`src/rtl/acc_burst_capture.sv`:
```
// acc_burst_capture: re-aligns sample markers with the accumulator pipeline,
// turns each burst into a {sum, count, sat} word and buffers words in a
// show-ahead FIFO with a valid/ready output.
// Optional build macro: ACC_BURST_CAP_DROPCNT_EN adds the dropped_cnt port
// (saturating count of words lost to a full FIFO).
module acc_burst_capture #(
  parameter int unsigned LATENCY    = 10,
  parameter int unsigned CNT_W      = 16,
  parameter int unsigned FIFO_DEPTH = 4
) (
  input  logic                          clk,
  input  logic                          reset,
  input  logic                          in_valid,
  input  logic                          in_last,
  input  logic [31:0]                   acc_value,
  output logic                          out_valid,
  input  logic                          out_ready,
  output logic [31:0]                   out_sum,
  output logic [CNT_W-1:0]              out_count,
  output logic                          out_sat,
  output logic [$clog2(FIFO_DEPTH):0]   fifo_level
`ifdef ACC_BURST_CAP_DROPCNT_EN
  ,
  output logic [15:0]                   dropped_cnt
`endif
);

  localparam int unsigned AW = $clog2(FIFO_DEPTH);
  localparam int unsigned LW = AW + 1;
  localparam logic [CNT_W-1:0] CNT_MAX = '1;

  typedef struct packed {
    logic [31:0]      sum;
    logic [CNT_W-1:0] count;
    logic             sat;
  } word_t;

  // Marker delay line, aligned with acc_value at its last stage
  logic [LATENCY-1:0] v_sr;
  logic [LATENCY-1:0] l_sr;
  logic               v_d;
  logic               l_d;

  // Burst tracking state
  logic [31:0]      base;
  logic [CNT_W-1:0] cnt;
  logic             sat;

  // Capture datapath
  logic             cnt_clip;
  logic [CNT_W-1:0] cnt_inc;
  logic             capture;
  word_t            cap_word;

  // FIFO state
  word_t          mem [FIFO_DEPTH];
  logic [AW-1:0]  wr_ptr;
  logic [AW-1:0]  rd_ptr;
  logic [LW-1:0]  level;
  logic [LW-1:0]  level_next;
  logic           full;
  logic           push;
  logic           pop;
  word_t          head;

  // Shift {valid, qualified last} through LATENCY stages; last without valid is masked
  always_ff @(posedge clk) begin
    if (reset) begin
      v_sr <= '0;
      l_sr <= '0;
    end else begin
      v_sr[0] <= in_valid;
      l_sr[0] <= in_valid & in_last;
      for (int i = 1; i < int'(LATENCY); i++) begin
        v_sr[i] <= v_sr[i-1];
        l_sr[i] <= l_sr[i-1];
      end
    end
  end

  assign v_d = v_sr[LATENCY-1];
  assign l_d = l_sr[LATENCY-1];

  // Saturating increment and the word that a closing sample produces
  always_comb begin
    cnt_clip       = (cnt == CNT_MAX);
    cnt_inc        = cnt_clip ? cnt : cnt + CNT_W'(1);
    capture        = v_d & l_d;
    cap_word.sum   = acc_value - base;
    cap_word.count = cnt_inc;
    cap_word.sat   = sat | cnt_clip;
  end

  // Per-burst counter, sticky saturation flag and burst-boundary base
  always_ff @(posedge clk) begin
    if (reset) begin
      base <= '0;
      cnt  <= '0;
      sat  <= 1'b0;
    end else if (v_d) begin
      if (l_d) begin
        base <= acc_value;
        cnt  <= '0;
        sat  <= 1'b0;
      end else begin
        cnt  <= cnt_inc;
        sat  <= sat | cnt_clip;
      end
    end
  end

  // Push/pop decisions; a full FIFO still accepts a write if the head leaves this cycle
  always_comb begin
    full       = (level == LW'(FIFO_DEPTH));
    pop        = (level != '0) & out_ready;
    push       = capture & (~full | pop);
    level_next = level;
    unique case ({push, pop})
      2'b10:   level_next = level + LW'(1);
      2'b01:   level_next = level - LW'(1);
      default: level_next = level;
    endcase
  end

  // FIFO pointers and occupancy
  always_ff @(posedge clk) begin
    if (reset) begin
      wr_ptr <= '0;
      rd_ptr <= '0;
      level  <= '0;
    end else begin
      if (push) wr_ptr <= wr_ptr + AW'(1);
      if (pop)  rd_ptr <= rd_ptr + AW'(1);
      level <= level_next;
    end
  end

  // FIFO storage; contents are only observable through valid occupancy
  always_ff @(posedge clk) begin
    if (push) mem[wr_ptr] <= cap_word;
  end

  // Show-ahead head, forced to zero while empty
  assign head       = mem[rd_ptr];
  assign out_valid  = (level != '0);
  assign out_sum    = out_valid ? head.sum   : '0;
  assign out_count  = out_valid ? head.count : '0;
  assign out_sat    = out_valid ? head.sat   : 1'b0;
  assign fifo_level = level;

`ifdef ACC_BURST_CAP_DROPCNT_EN
  logic drop;
  assign drop = capture & full & ~pop;

  // Saturating count of words lost to a full FIFO
  always_ff @(posedge clk) begin
    if (reset) begin
      dropped_cnt <= '0;
    end else if (drop && (dropped_cnt != 16'hFFFF)) begin
      dropped_cnt <= dropped_cnt + 16'd1;
    end
  end
`endif

endmodule

```
`config.mk`:
```
export PLATFORM = sky130hd
export DESIGN_NAME = acc_burst_capture
export DESIGN_NICKNAME = d
export VERILOG_FILES = /design/src/rtl/acc_burst_capture.sv
export SDC_FILE = /design/constraint.sdc
export NUM_CORES = 1
export LEC_CHECK = 0
export ABC_AREA = 1
export ABC_CLOCK_PERIOD_IN_PS = 6050
export CAP_MARGIN = 20
export CORE_MARGIN = 3
export CORE_UTILIZATION = 59
export DETAILED_ROUTE_END_ITERATION = 12
export DONT_BUFFER_PORTS = 1
export GPL_TIMING_DRIVEN = 0
export PLACE_DENSITY = 0.77
export SKIP_CTS_REPAIR_TIMING = 1
export SLEW_MARGIN = 20
export SYNTH_ARGS = -nofsm -noshare
export SYNTH_HDL_FRONTEND = slang
export SYNTH_SLANG_ARGS = --single-unit
```
`constraint.sdc`:
```
create_clock -name clk -period 6.05 [get_ports clk]
set_input_delay 0.605 -clock clk [delete_from_list [all_inputs] [get_ports clk]]
set_output_delay 0.605 -clock clk [all_outputs]
set_load 0.02 [all_outputs]
```
# Word level (Yosys, flattened, before mapping)
# Memory sizes are Yosys's and may differ from the RTL's. A register that Yosys moved wholly into a read port is not among the register bits.
# Cells that the tools add are included.
# op_classes
n_mux	11
eq_ne	4
bitwise	7
n_lt_le_gt_ge	0
reduce_logical	3
n_shift	0
div	0
n_mul	0
n_addsub	6
# op_table
operator	n
16-bit two-way mux	3
32-bit two-way mux	1
32-bit subtractor	1
16-bit by 1-bit adder with 16-bit output, second input constant	1
16-bit == test, second input constant	1
3-bit case mux with 2 select lines	1
2-bit by 1-bit adder with 2-bit output, second input constant	2
1-bit AND	4
1-bit two-way mux	4
2-bit two-way mux	2
3-bit by 1-bit adder with 3-bit output, second input constant	1
3-bit == test, second input constant	1
3-bit nonzero test	1
3-bit by 1-bit subtractor with 3-bit output, second input constant	1
2-bit by 1-bit == test with 1-bit output, second input constant	1
2-bit == test, second input constant	1
1-bit bitwise OR	2
2-bit AND reduction	1
2-bit nonzero test	1
1-bit NOT	1
# totals
ramBits	196
rom_bits	0
memories	1
latch_bits	0
regBits	76
in_bits	37
# memory_table
name	depth	word_bits	rd	rd_ports_with_merged_regs	write_ports	line	text
mem	4	49	1	1	1	56	word_t mem [FIFO_DEPTH];

# Longest topological paths before layout
# Gate-level depths: netlist of the first run.
# depth
word_depth	6
mapped_depth	13
depth_no_buf	13

# Worst setup path before layout of the first run
# Ideal clock, no wire load.
# synth_path
path_kind	input port to flip-flop
startpoint	input port out_ready
endpoint	memory mem[0][0] (netlist name), enable pin
stages	4
path_buffers	0
arrival_ns	2.907
setup_slack_ns	2.687
cell_sequence	nor2_1 > nand2_1 > nand2_1 > nor2_1
# synth_via
elab_chain_len	5
# synth_rtl
element	line	text
start: declaration	17	input logic out_ready,
1-bit AND	115	pop = (level != '0) & out_ready;
1-bit bitwise OR	116	push = capture & (~full | pop);
1-bit AND	116	
1-bit two-way mux	140	if (push) mem[wr_ptr] <= cap_word;
1-bit two-way mux (implied by the code)	140	
end: declaration	56	
# No other way between the ends.

==> results of run 1 <==
## cell usage in the layout, fill, tap and decap left out, types with 8 or more instances in the layout
cell | netlist | final
clkbuf_16 | 0 | 28
a21oi_1 | 123 | 123
o21ai_0 | 137 | 137
buf_2 | 8 | 8
nand3_1 | 36 | 36
nand2_2 | 13 | 13
buf_1 | 8 | 8
edfxtp_1 | 196 | 196
inv_1 | 208 | 208
dfxtp_1 | 78 | 78
nand2_1 | 313 | 313
buf_16 | 0 | 8
clkbuf_1 | 38 | 45
nor2_1 | 285 | 281
xor2_1 | 18 | 18
ha_1 | 36 | 36
## cells in the mapped netlist, drive strengths merged
cell    instances
clkbuf         38
buf            17
xor2           18
nand4           6
ha             36
nor3            3
o21bai          5
a21o            3
nor4            1
nand3          36
inv           211
a21oi         123
xnor2           3
nand2         326
nor2          289
o21ai         138
and2            5
nand3b          1
dfxtp          78
edfxtp        196
fa              2
## cells by family after synthesis
logic type,share of synthesized area [%]
simple gates,20.1
buf+inv,7.73
xor+xnor,1.40
flops,56.6
fa+ha+maj,3.73
compound gates,10.4
## where the power goes
part	internal, mW	switching (mW)	leakage, nW
registers	2.03	0.0191	2.41
clock network	1.01	0.710	0.457
logic	0.234	0.945	3.16
total	3.27	1.67	6.03
## routing by layer
layer	GRT usage (%)	vias up	wire length, µm
met3	4.76	61	2460
met5	0	-	0
met1	32.7	4655	12700
met4	8.00	0	930
li1	-	5038	-
met2	44.8	335	15100
## critical path, stage by stage (launching register included)
cell and delay (ns):
dfxtp_1 0.29, buf_2 0.19, inv_2 0.15, buf_2 0.24, clkbuf_1 0.53, o21ai_0 0.19, a21oi_1 0.48
## flip-flops by register name, summed over array words and instances (netlist names), named ones only
name        cells
base           32
cnt            16
fifo_level      3
l_sr           10
mem           196
rd_ptr          2
sat             1
v_sr           10
wr_ptr          2
## cell type report
cell class              count  area [µm²]
inverters                 211         792
multi-input cells         995        4720
well taps                 275         344
clock inverters            12         134
plain buffers              55         224
repair buffers              8         220
flip-flops and latches    274        7450
clock buffers              40         796
fillers                  1693        6810
## final timing paths
kind	from	end	slack, ns	depth (start not counted)
worst min-delay path	in_valid	v_sr[0]$_SDFF_PP0_	0.17	2
worst max register to register	v_sr[9]$_SDFF_PP0_	mem[0][45]$_DFFE_PP_	3.06	6
worst max-delay path	flip-flop	out_sum[28]	2.82	6
worst min register to register	l_sr[3]$_SDFF_PP0_	l_sr[4]$_SDFF_PP0_	0.40	2
## metrics by stage
stage / area [µm²] / instances
detailed placement: 13700 / 1818
finish: 14700 / 1870
global route: 14700 / 1870
global placement: 13500 / 1810
CTS: 14700 / 1870
floorplan: 13200 / 1535
==> reports/results.ini, run 1 <==
[run_status]
status = finished clean

[floorplan]
die_width_um = 155
initial_core_util_pct = 61.2
die-height_um = 155
io_pins = 90
dieArea_um2 = 24100
core_area_um2 = 21500
rows = 53

[placement]
port_buffers = 0
dp_slack_ns = 3.05
gp_congestion = 0.949
hpwlAfterDp_mm = 21.9

[routing]
drt-vias-per-instance = 5.40
drt_iter0_drc = 741
route.detailed.drc = 0
wl_mm = 31.1
drtAntennaViolNets = 0
dr_total_vias = 10100
wire_per_inst_um = 16.6
first_pass_iters = 5

[grt]
antenna_found_initial = 0
grtUsageTotal_pct = 25.7
grt-ovfl-total = 0
grt_pass1_wl_mm = 49.2
grt_pass1_vias = 9624
grt_max_degree = 22

[clocking]
clk_latency_ns = 0.54
clk_pin_slew_ns = 0.06
clock-sinks = 274
root_buffer = clkbuf_16
clock_path_buffers = 3
htreeDepth = 1
numCtsBuffers = 28
cts_tree = built

[yosys]
synth_nets = 1610
synthesis.area_um2 = 13200
yosysUniqueCellTypes = 28
synth_seq_cells = 274
ys_top_cells_by_area = edfxtp_1 (45%), dfxtp_1 (12%), nand2_1 (8.9%)
synth_top_area_cell = edfxtp_1
syn_inst = 1535
ys_seq_area_share_pct = 56.6
ys.warnings.count = 0
synth_top_area_share_pct = 44.8
avgSynthCellArea_um2 = 8.57

[setup_path]
critPathCaptureType = output port
crit_arrival_ns = 2.62
critical_path_required_ns = 5.44
start_kind = flip-flop
path_max_fanout = 10
crit_type = flip-flop to output port

[power]
power_leakage_nw = 6.03
ir_drop_uv = 261
total_power_mw = 4.95
power_density_nw_per_um2 = 337

[timing]
fin_skew_ns = 0.0109
fmax_mhz = 310
grt_setup_unrepaired = false
slew_violations = 0
tightest_slew_ns = 0.733
hold_viol = 0
fin_crit_sh_pct = 53.4
setup_viol = 0
finalWorstSetupSlack_ns = 2.82
holdWs_ns = 0.165
relSlewSlack_pct = 51.3
setup_tns_ns = 0
fin_crit_ns = 3.23

[cells_and_area]
diodes = 0
postLayoutCoreUtil_pct = 68.3
area_growth_pct = 11.6
drive_gt1_share_pct = 5.33
nets = 1648

[hold_path]
hp-class = input pin to flip-flop

[flow_run]
maxCapViolations = 0

(Power assumes the default switching activity.)
==> run 2: changes to the inputs <==
--- a/config.mk
+++ b/config.mk
@@ -6,14 +6,14 @@
 export NUM_CORES = 1
 export LEC_CHECK = 0
 export ABC_AREA = 1
-export ABC_CLOCK_PERIOD_IN_PS = 6050
+export ABC_CLOCK_PERIOD_IN_PS = 2600
 export CAP_MARGIN = 20
 export CORE_MARGIN = 3
-export CORE_UTILIZATION = 59
+export CORE_UTILIZATION = 58
 export DETAILED_ROUTE_END_ITERATION = 12
 export DONT_BUFFER_PORTS = 1
 export GPL_TIMING_DRIVEN = 0
-export PLACE_DENSITY = 0.77
+export PLACE_DENSITY = 0.78
 export SKIP_CTS_REPAIR_TIMING = 1
 export SLEW_MARGIN = 20
 export SYNTH_ARGS = -nofsm -noshare
==> constraint.sdc (replaced) <==
create_clock -name clk -period 2.6 [get_ports clk]
set_input_delay 0.26 -clock clk [delete_from_list [all_inputs] [get_ports clk]]
set_output_delay 0.26 -clock clk [all_outputs]
set_load 0.02 [all_outputs]
==> run 2 against run 1 <==
  * The run now ends with negative hold slack, negative setup slack left
  * Register-to-register slack worse by 3.0 ns
  * Hold slack got worse by 0.25 ns
  * Sequential share of layout area down 2.0 points
  * First-iteration DRC count decreased by 0.13%
  * Routed wire length up 5.8%
  * Clock skew is 0.0019 ns higher
  * Total power is 140% higher
  * Die area is 1.7% higher
  * Setup slack worse by 2.9 ns
  * Combinational power grew to 2.7 times the previous value
  * Non-clock buffer count grew 41
  * Global-route usage is 0.18 points lower
  * Critical path type unchanged
==> reports/results.ini, run 2 (same netlist as run 1, synthesis figures left out) <==
[floorplan]
io_pins = 90  ; unchanged
core_area_um2 = 22000  ; +2.5%
die-height_um = 157  ; +0.83%
dieArea_um2 = 24500  ; +1.7%
initial_core_util_pct = 59.7  ; -1.5 points
die_width_um = 157  ; +0.83%
rows = 54  ; +1.9%

[cells_and_area]
area_growth_pct = 16.1
diodes = 0  ; unchanged
final_cell_mix = nand2_1 (312), nor2_1 (281), inv_1 (207), edfxtp_1 (196), o21ai_0 (137)
largest_reg_flops = 196  ; unchanged
drive_gt1_share_pct = 9.05  ; +3.7 points
postLayoutCoreUtil_pct = 69.3  ; +0.99 points
final_common_cell = nand2_1
largest_register = mem
nets = 1689  ; +2.5%
top_regs = mem x196, base x32, cnt x16
layout.filler_cells = 1637  ; -3.3%

[grt]
grt_max_degree = 23  ; +4.5%
grt-busiest-layer = met2
grt-ovfl-total = 0  ; unchanged
met2_usage_pct = 43.8  ; -0.96 points
grtUsageTotal_pct = 25.5  ; -0.18 points
grtUsageMet1_pct = 32.3  ; -0.33 points
grt_use_met3_pct = 5.14  ; +0.39 points
grt_pass1_wl_mm = 49.5  ; +0.70%
grt_pass1_vias = 9823  ; +2.1%
antenna_found_initial = 0  ; unchanged

[clocking]
root_buffer = clkbuf_16
clk_latency_ns = 0.55  ; about the same
clock-sinks = 274  ; unchanged
numCtsBuffers = 28  ; unchanged
htreeDepth = 1  ; unchanged
clock_path_buffers = 3  ; unchanged
cts_tree = built
clk_pin_slew_ns = 0.06  ; about the same

[routing]
drt_iter0_drc = 740  ; -0.13%
wire_per_inst_um = 17.2  ; +3.2%
drtAntennaViolNets = 0  ; unchanged
drt-vias-per-instance = 5.48  ; +1.5%
dr_total_vias = 10500  ; +4.0%
wl_mm = 32.9  ; +5.8%
first_pass_iters = 5  ; unchanged
route.detailed.drc = 0  ; unchanged

[power]
power_density_nw_per_um2 = 783  ; +130%
power_leakage_nw = 6.25  ; +3.7%
ir_drop_uv = 516  ; +98%

[timing]
relSlewSlack_pct = 49.0  ; -2.3 points
holdWs_ns = -0.0851  ; -0.250 ns
slew_violations = 0  ; unchanged
fmax_mhz = 375
fin_crit_sh_pct = 103
finalWorstSetupSlack_ns = -0.0651  ; -2.89 ns
setup_tns_ns = -0.299  ; -0.299 ns
fin_skew_ns = 0.0128  ; +0.00193 ns
tightest_slew_ns = 0.765  ; +0.0325 ns
setup_viol = 8  ; +8
fin_crit_ns = 2.67
grt_setup_unrepaired = true
hold_viol = 3  ; +3

[setup_path]
critPathCaptureType = output port
rr_startpoint = v_sr[9]$_SDFF_PP0_
r2r_end = mem[2][43]$_DFFE_PP_
crit_type = flip-flop to output port
path_max_fanout = 10  ; unchanged
rrSetupSlack_ns = 0.10  ; -2.96 ns
crit_arrival_ns = 2.41  ; -0.21 ns
critical_path_required_ns = 2.34  ; -3.10 ns
start_kind = flip-flop
reg2reg_depth = 6  ; unchanged

[hold_path]
hold-path-endpoint = base[15]$_SDFFE_PP0P_
hp-class = input pin to flip-flop
hold_depth = 2  ; unchanged
min-delay-start = acc_value[15]

[placement]
dp_slack_ns = -0.227  ; -3.27 ns
hpwlAfterDp_mm = 22.1  ; +1.1%
gp_congestion = 0.944  ; -0.50%
port_buffers = 0  ; unchanged

[run_status]
violations = negative hold slack, negative setup slack
status = finished with violations

[flow_run]
maxCapViolations = 0  ; unchanged

-- run 2: how the worst max path moves through the flow --
stage          slack (ns)                  startpoint                  end  cells past startpoint
6_report            -0.07  fifo_level[2]$_SDFFE_PP0P_         out_count[6]                      6
5_1_grt             -0.11  fifo_level[2]$_SDFFE_PP0P_         out_count[6]                      6
2_1_floorplan       -0.73          v_sr[9]$_SDFF_PP0_  mem[0][0]$_DFFE_PP_                      4
3_3_place_gp        -2.84          v_sr[9]$_SDFF_PP0_  mem[1][3]$_DFFE_PP_                      4
3_5_place_dp        -0.23          v_sr[9]$_SDFF_PP0_  mem[2][5]$_DFFE_PP_                      6
4_1_cts             -0.33                   flip-flop          out_sum[28]                      6
-- run 2: worst max-delay path, stage by stage, from the launching register on --
cell	delay, ns
dfxtp_1	0.47
inv_1	0.16
nand2_2	0.18
inv_1	0.16
buf_2	0.24
buf_4	0.24
a21oi_1	0.39
-- run 2: metrics by stage --
stage,instances,area (µm²),hold slack [ns],power [mW]
floorplan,1535,13200,0.367,6.85
global placement,1815,13500,0.373,7.57
detailed placement,1823,13700,0.375,7.63
CTS,1875,14700,-0.214,11.6
global route,1916,15300,0.00102,12.4
finish,1916,15300,-0.0851,11.9
-- run 2: routing by layer --
| layer | wire (µm) | part of all wire, % |
|---|---|---|
| met5 | 0 | 0 |
| met4 | 929 | 2.8 |
| met3 | 2470 | 7.5 |
| met2 | 16300 | 49 |
| met1 | 13300 | 40 |
-- run 2: layout make-up --
type / count / area [µm²] / area share [%]
Buffer: 55 / 258 / 1.69
Clock buffer: 41 / 811 / 5.31
Clock inverter: 11 / 133 / 0.869
Inverter: 211 / 796 / 5.21
Multi-Input combinational cell: 995 / 4880 / 32.0
Sequential cell: 274 / 7450 / 48.8
Tap cell: 280 / 350 / 2.30
Timing Repair Buffer: 49 / 583 / 3.82
-- run 2: power breakdown --
part           internal, mW  switching, mW
sequential             4.73         0.0457
combinational         0.710           2.42
clock                  2.37           1.67
total                  7.81           4.14
==> run 3: changes to the inputs <==
--- a/config.mk
+++ b/config.mk
@@ -5,17 +5,17 @@
 export SDC_FILE = /design/constraint.sdc
 export NUM_CORES = 1
 export LEC_CHECK = 0
-export ABC_AREA = 1
 export ABC_CLOCK_PERIOD_IN_PS = 2600
 export CAP_MARGIN = 20
 export CORE_MARGIN = 3
-export CORE_UTILIZATION = 58
+export CORE_UTILIZATION = 57
 export DETAILED_ROUTE_END_ITERATION = 12
 export DONT_BUFFER_PORTS = 1
 export GPL_TIMING_DRIVEN = 0
-export PLACE_DENSITY = 0.78
+export PLACE_DENSITY = 0.77
 export SKIP_CTS_REPAIR_TIMING = 1
 export SLEW_MARGIN = 20
 export SYNTH_ARGS = -nofsm -noshare
 export SYNTH_HDL_FRONTEND = slang
 export SYNTH_SLANG_ARGS = --single-unit
+export TNS_END_PERCENT = 5
==> run 3 against run 2 <==
  * The run ends with negative setup slack left
  * Synthesized cell count down 37%
  * Maximum frequency is 1.7% higher
  * Via count shrank 26%
  * Routed wire length down 21%
==> reports/results.ini, run 3 <==
[cells_and_area]
largest_reg_flops = 196  ; unchanged
final_cell_mix = edfxtp_1 (196), nand2_1 (118), dfxtp_1 (78), a21oi_1 (76), and2_1 (51)
top_regs = mem x196, base x32, cnt x16
final_common_cell = edfxtp_1
stdcell_count = 1338  ; -30%
nets = 1117  ; -34%
area_growth_pct = 15.2
largest_register = mem
diodes = 0  ; unchanged
drive_gt1_share_pct = 15.1  ; +6.1 points

[clocking]
clock-sinks = 274  ; unchanged
cts_tree = built
clk_latency_ns = 0.54  ; about the same
htreeDepth = 1  ; unchanged
clk_pin_slew_ns = 0.06  ; about the same
root_buffer = clkbuf_16
numCtsBuffers = 27  ; -3.6%
clock_path_buffers = 3  ; unchanged

[hold_path]
hold_depth = 2  ; unchanged
min-delay-start = in_valid
hp-class = input pin to flip-flop
hold-path-endpoint = l_sr[0]$_SDFF_PP0_

[yosys]
synth_top_area_share_pct = 47.5  ; +2.7 points
async_flop_share_pct = 0  ; unchanged
syn_inst = 971  ; -37%
ys_top_cells_by_area = edfxtp_1 (47%), dfxtp_1 (13%), mux4_2 (8.9%)
ys_seq_area_share_pct = 60.1  ; +3.4 points
synth_nets = 1046  ; -35%
synth-main-ff-cell = edfxtp_1
synthesis.area_um2 = 12400  ; -5.7%
ys_top_cells_by_count = edfxtp_1 (196), nand2_1 (118), a21oi_1 (78), dfxtp_1 (78), and2_1 (55)
synth.most_common_cell = edfxtp_1
synth_top_area_cell = edfxtp_1
synth_edf_count = 196  ; unchanged
ys.warnings.count = 0  ; unchanged
avgSynthCellArea_um2 = 12.8  ; +49%
synth_seq_cells = 274  ; unchanged
yosysUniqueCellTypes = 65  ; +130%

[setup_path]
critPathCaptureType = flip-flop
path_max_fanout = 5  ; -5
cpMaxStageDelayCell = or3b_4
start_kind = flip-flop
rr_startpoint = base[0]$_SDFFE_PP0P_
crit_arrival_ns = 2.89  ; +0.48 ns
crit_path_cell_trace = ha_1, fa_2, nand2b_4, a21oi_2, or3b_4, a41oi_4, o2111ai_1, a31oi_1, xnor2_2
critical_path_required_ns = 2.87  ; +0.53 ns
crit_type = flip-flop to flip-flop
max_stage_delay_ns = 0.39  ; -0.08 ns
r2r_end = mem[1][45]$_DFFE_PP_
reg2reg_depth = 9  ; +3
rrSetupSlack_ns = -0.02  ; -0.12 ns

[timing]
setup_viol = 8  ; unchanged
fin_skew_ns = 0.0234  ; +0.0106 ns
fin_crit_ns = 2.62  ; -0.0450 ns
hold_viol = 0  ; -3
fin_crit_sh_pct = 101  ; -1.7 points
grt_setup_unrepaired = true
slew_violations = 0  ; unchanged
tightest_slew_ns = 0.745  ; -0.0202 ns
relSlewSlack_pct = 50.3  ; +1.3 points
finalWorstSetupSlack_ns = -0.0202  ; +0.0450 ns
fmax_mhz = 382  ; +1.7%

[routing]
dr_total_vias = 7810  ; -26%
drtAntennaViolNets = 0  ; unchanged
wl_mm = 26.2  ; -21%
wire_per_inst_um = 19.6  ; +14%
drt-vias-per-instance = 5.84  ; +6.6%
drt_iter0_drc = 520  ; -30%
first_pass_iters = 5  ; unchanged
route.detailed.drc = 0  ; unchanged

[placement]
gp_congestion = 0.917  ; -2.8%
dp_slack_ns = -0.293  ; -0.0654 ns
dp.cells = 1250  ; -31%
hpwlAfterDp_mm = 17.5  ; -21%
port_buffers = 0  ; unchanged

[grt]
grt-ovfl-total = 0  ; unchanged
antenna_found_initial = 0  ; unchanged
grtUsageTotal_pct = 21.5  ; -4.0 points
grt_pass1_wl_mm = 40.8  ; -18%
grt_max_degree = 29  ; +26%
grt_pass1_vias = 7662  ; -22%

[floorplan]
die-height_um = 153  ; -2.0%
die_width_um = 153  ; -2.0%
io_pins = 90  ; unchanged
initial_core_util_pct = 58.4  ; -1.3 points
dieArea_um2 = 23600  ; -3.9%
rows = 53  ; -1.9%
core_area_um2 = 21200  ; -3.7%

[power]
power_density_nw_per_um2 = 708  ; -9.5%
power_leakage_nw = 4.70  ; -25%
ir_drop_uv = 660  ; +28%

[flow_run]
maxCapViolations = 0  ; unchanged

[run_status]
violations = negative setup slack
status = finished with violations

==> run 3: changes by cell type after synthesis, moves of 21 or more <==
cell / delta
nor2_1: -239
nand2_1: -195
inv_1: -163
o21ai_0: -112
and2_1: +50
mux4_2: +49
a21oi_1: -45
xnor2_1: +27
nand3_1: -24
nor2b_1: +21
==> run 3: worst max path at each step <==
stage                    startpoint                   end  slack (ns)
2_1_floorplan    v_sr[9]$_SDFF_PP0_   mem[1][0]$_DFFE_PP_        0.05
3_3_place_gp     v_sr[9]$_SDFF_PP0_  mem[0][35]$_DFFE_PP_       -1.27
3_5_place_dp   base[0]$_SDFFE_PP0P_  mem[1][43]$_DFFE_PP_       -0.29
4_1_cts                   flip-flop         out_count[13]       -0.38
5_1_grt        base[0]$_SDFFE_PP0P_  mem[0][43]$_DFFE_PP_       -0.12
6_report       base[0]$_SDFFE_PP0P_  mem[1][45]$_DFFE_PP_       -0.02
==> run 3: through the flow <==
stage / hold WS [ns] / util (%) / TNS [ns] / area [µm²] / total power, mW
3_5_place_dp: 0.347 / 60.5 / -3.02 / 12800 / 6.34
2_1_floorplan: 0.339 / - / 0 / 12400 / 6.02
3_3_place_gp: 0.348 / 60.1 / -247.12 / 12700 / 6.32
5_1_grt: 0.0332 / 67.3 / -1.71 / 14300 / 10.5
6_report: 0.0286 / 67.3 / -0.125 / 14300 / 10.1
4_1_cts: -0.204 / 64.5 / -10.45 / 13700 / 10.1
==> run 3: logic make-up after synthesis <==
family / after synthesis / synth area share [%]
AO/OA/AOI/OAI: 161 / 7.98
flip-flops: 274 / 60.1
XOR/XNOR: 47 / 3.32
multiplexers: 52 / 9.15
adder cells (fa/ha/maj): 38 / 3.96
AND/OR/NAND/NOR: 309 / 12.4
buffers and inverters: 90 / 3.11
==> run 3: critical path, delay by kind of cell (launching register included) <==
kind	cells	cell delay, ns
DFF	1	0.33
and+or+nand+nor	2	0.53
AOI/OAI and AO/OA	4	0.93
xor gates and xnor gates	1	0.15
adders and majority gates	2	0.44
==> run 3: final cells by class <==
| class | count | area, µm² |
|---|---|---|
| Sequential cell | 274 | 7450 |
| Fill cell | 1513 | 6930 |
| Multi-Input combinational cell | 607 | 4780 |
| Clock buffer | 41 | 748 |
| Timing Repair Buffer | 43 | 460 |
| Tap cell | 275 | 344 |
| Buffer | 43 | 234 |
| Inverter | 46 | 173 |
| Clock inverter | 9 | 103 |
==> run 3: metal layers <==
layer	routed length, µm	vias to the layer above	global-route usage, %
li1	-	3680	-
met4	951	0	7.11
met2	13000	251	36.5
met5	0	-	0
met3	1630	64	4.14
met1	10600	3815	28.3
==> run 3: power breakdown <==
part | total (mW) | switching [mW] | internal [mW]
registers | 4.76 | 0.0339 | 4.72
logic | 1.62 | 1.02 | 0.601
clock network | 3.74 | 1.56 | 2.18
total | 10.1 | 2.61 | 7.51
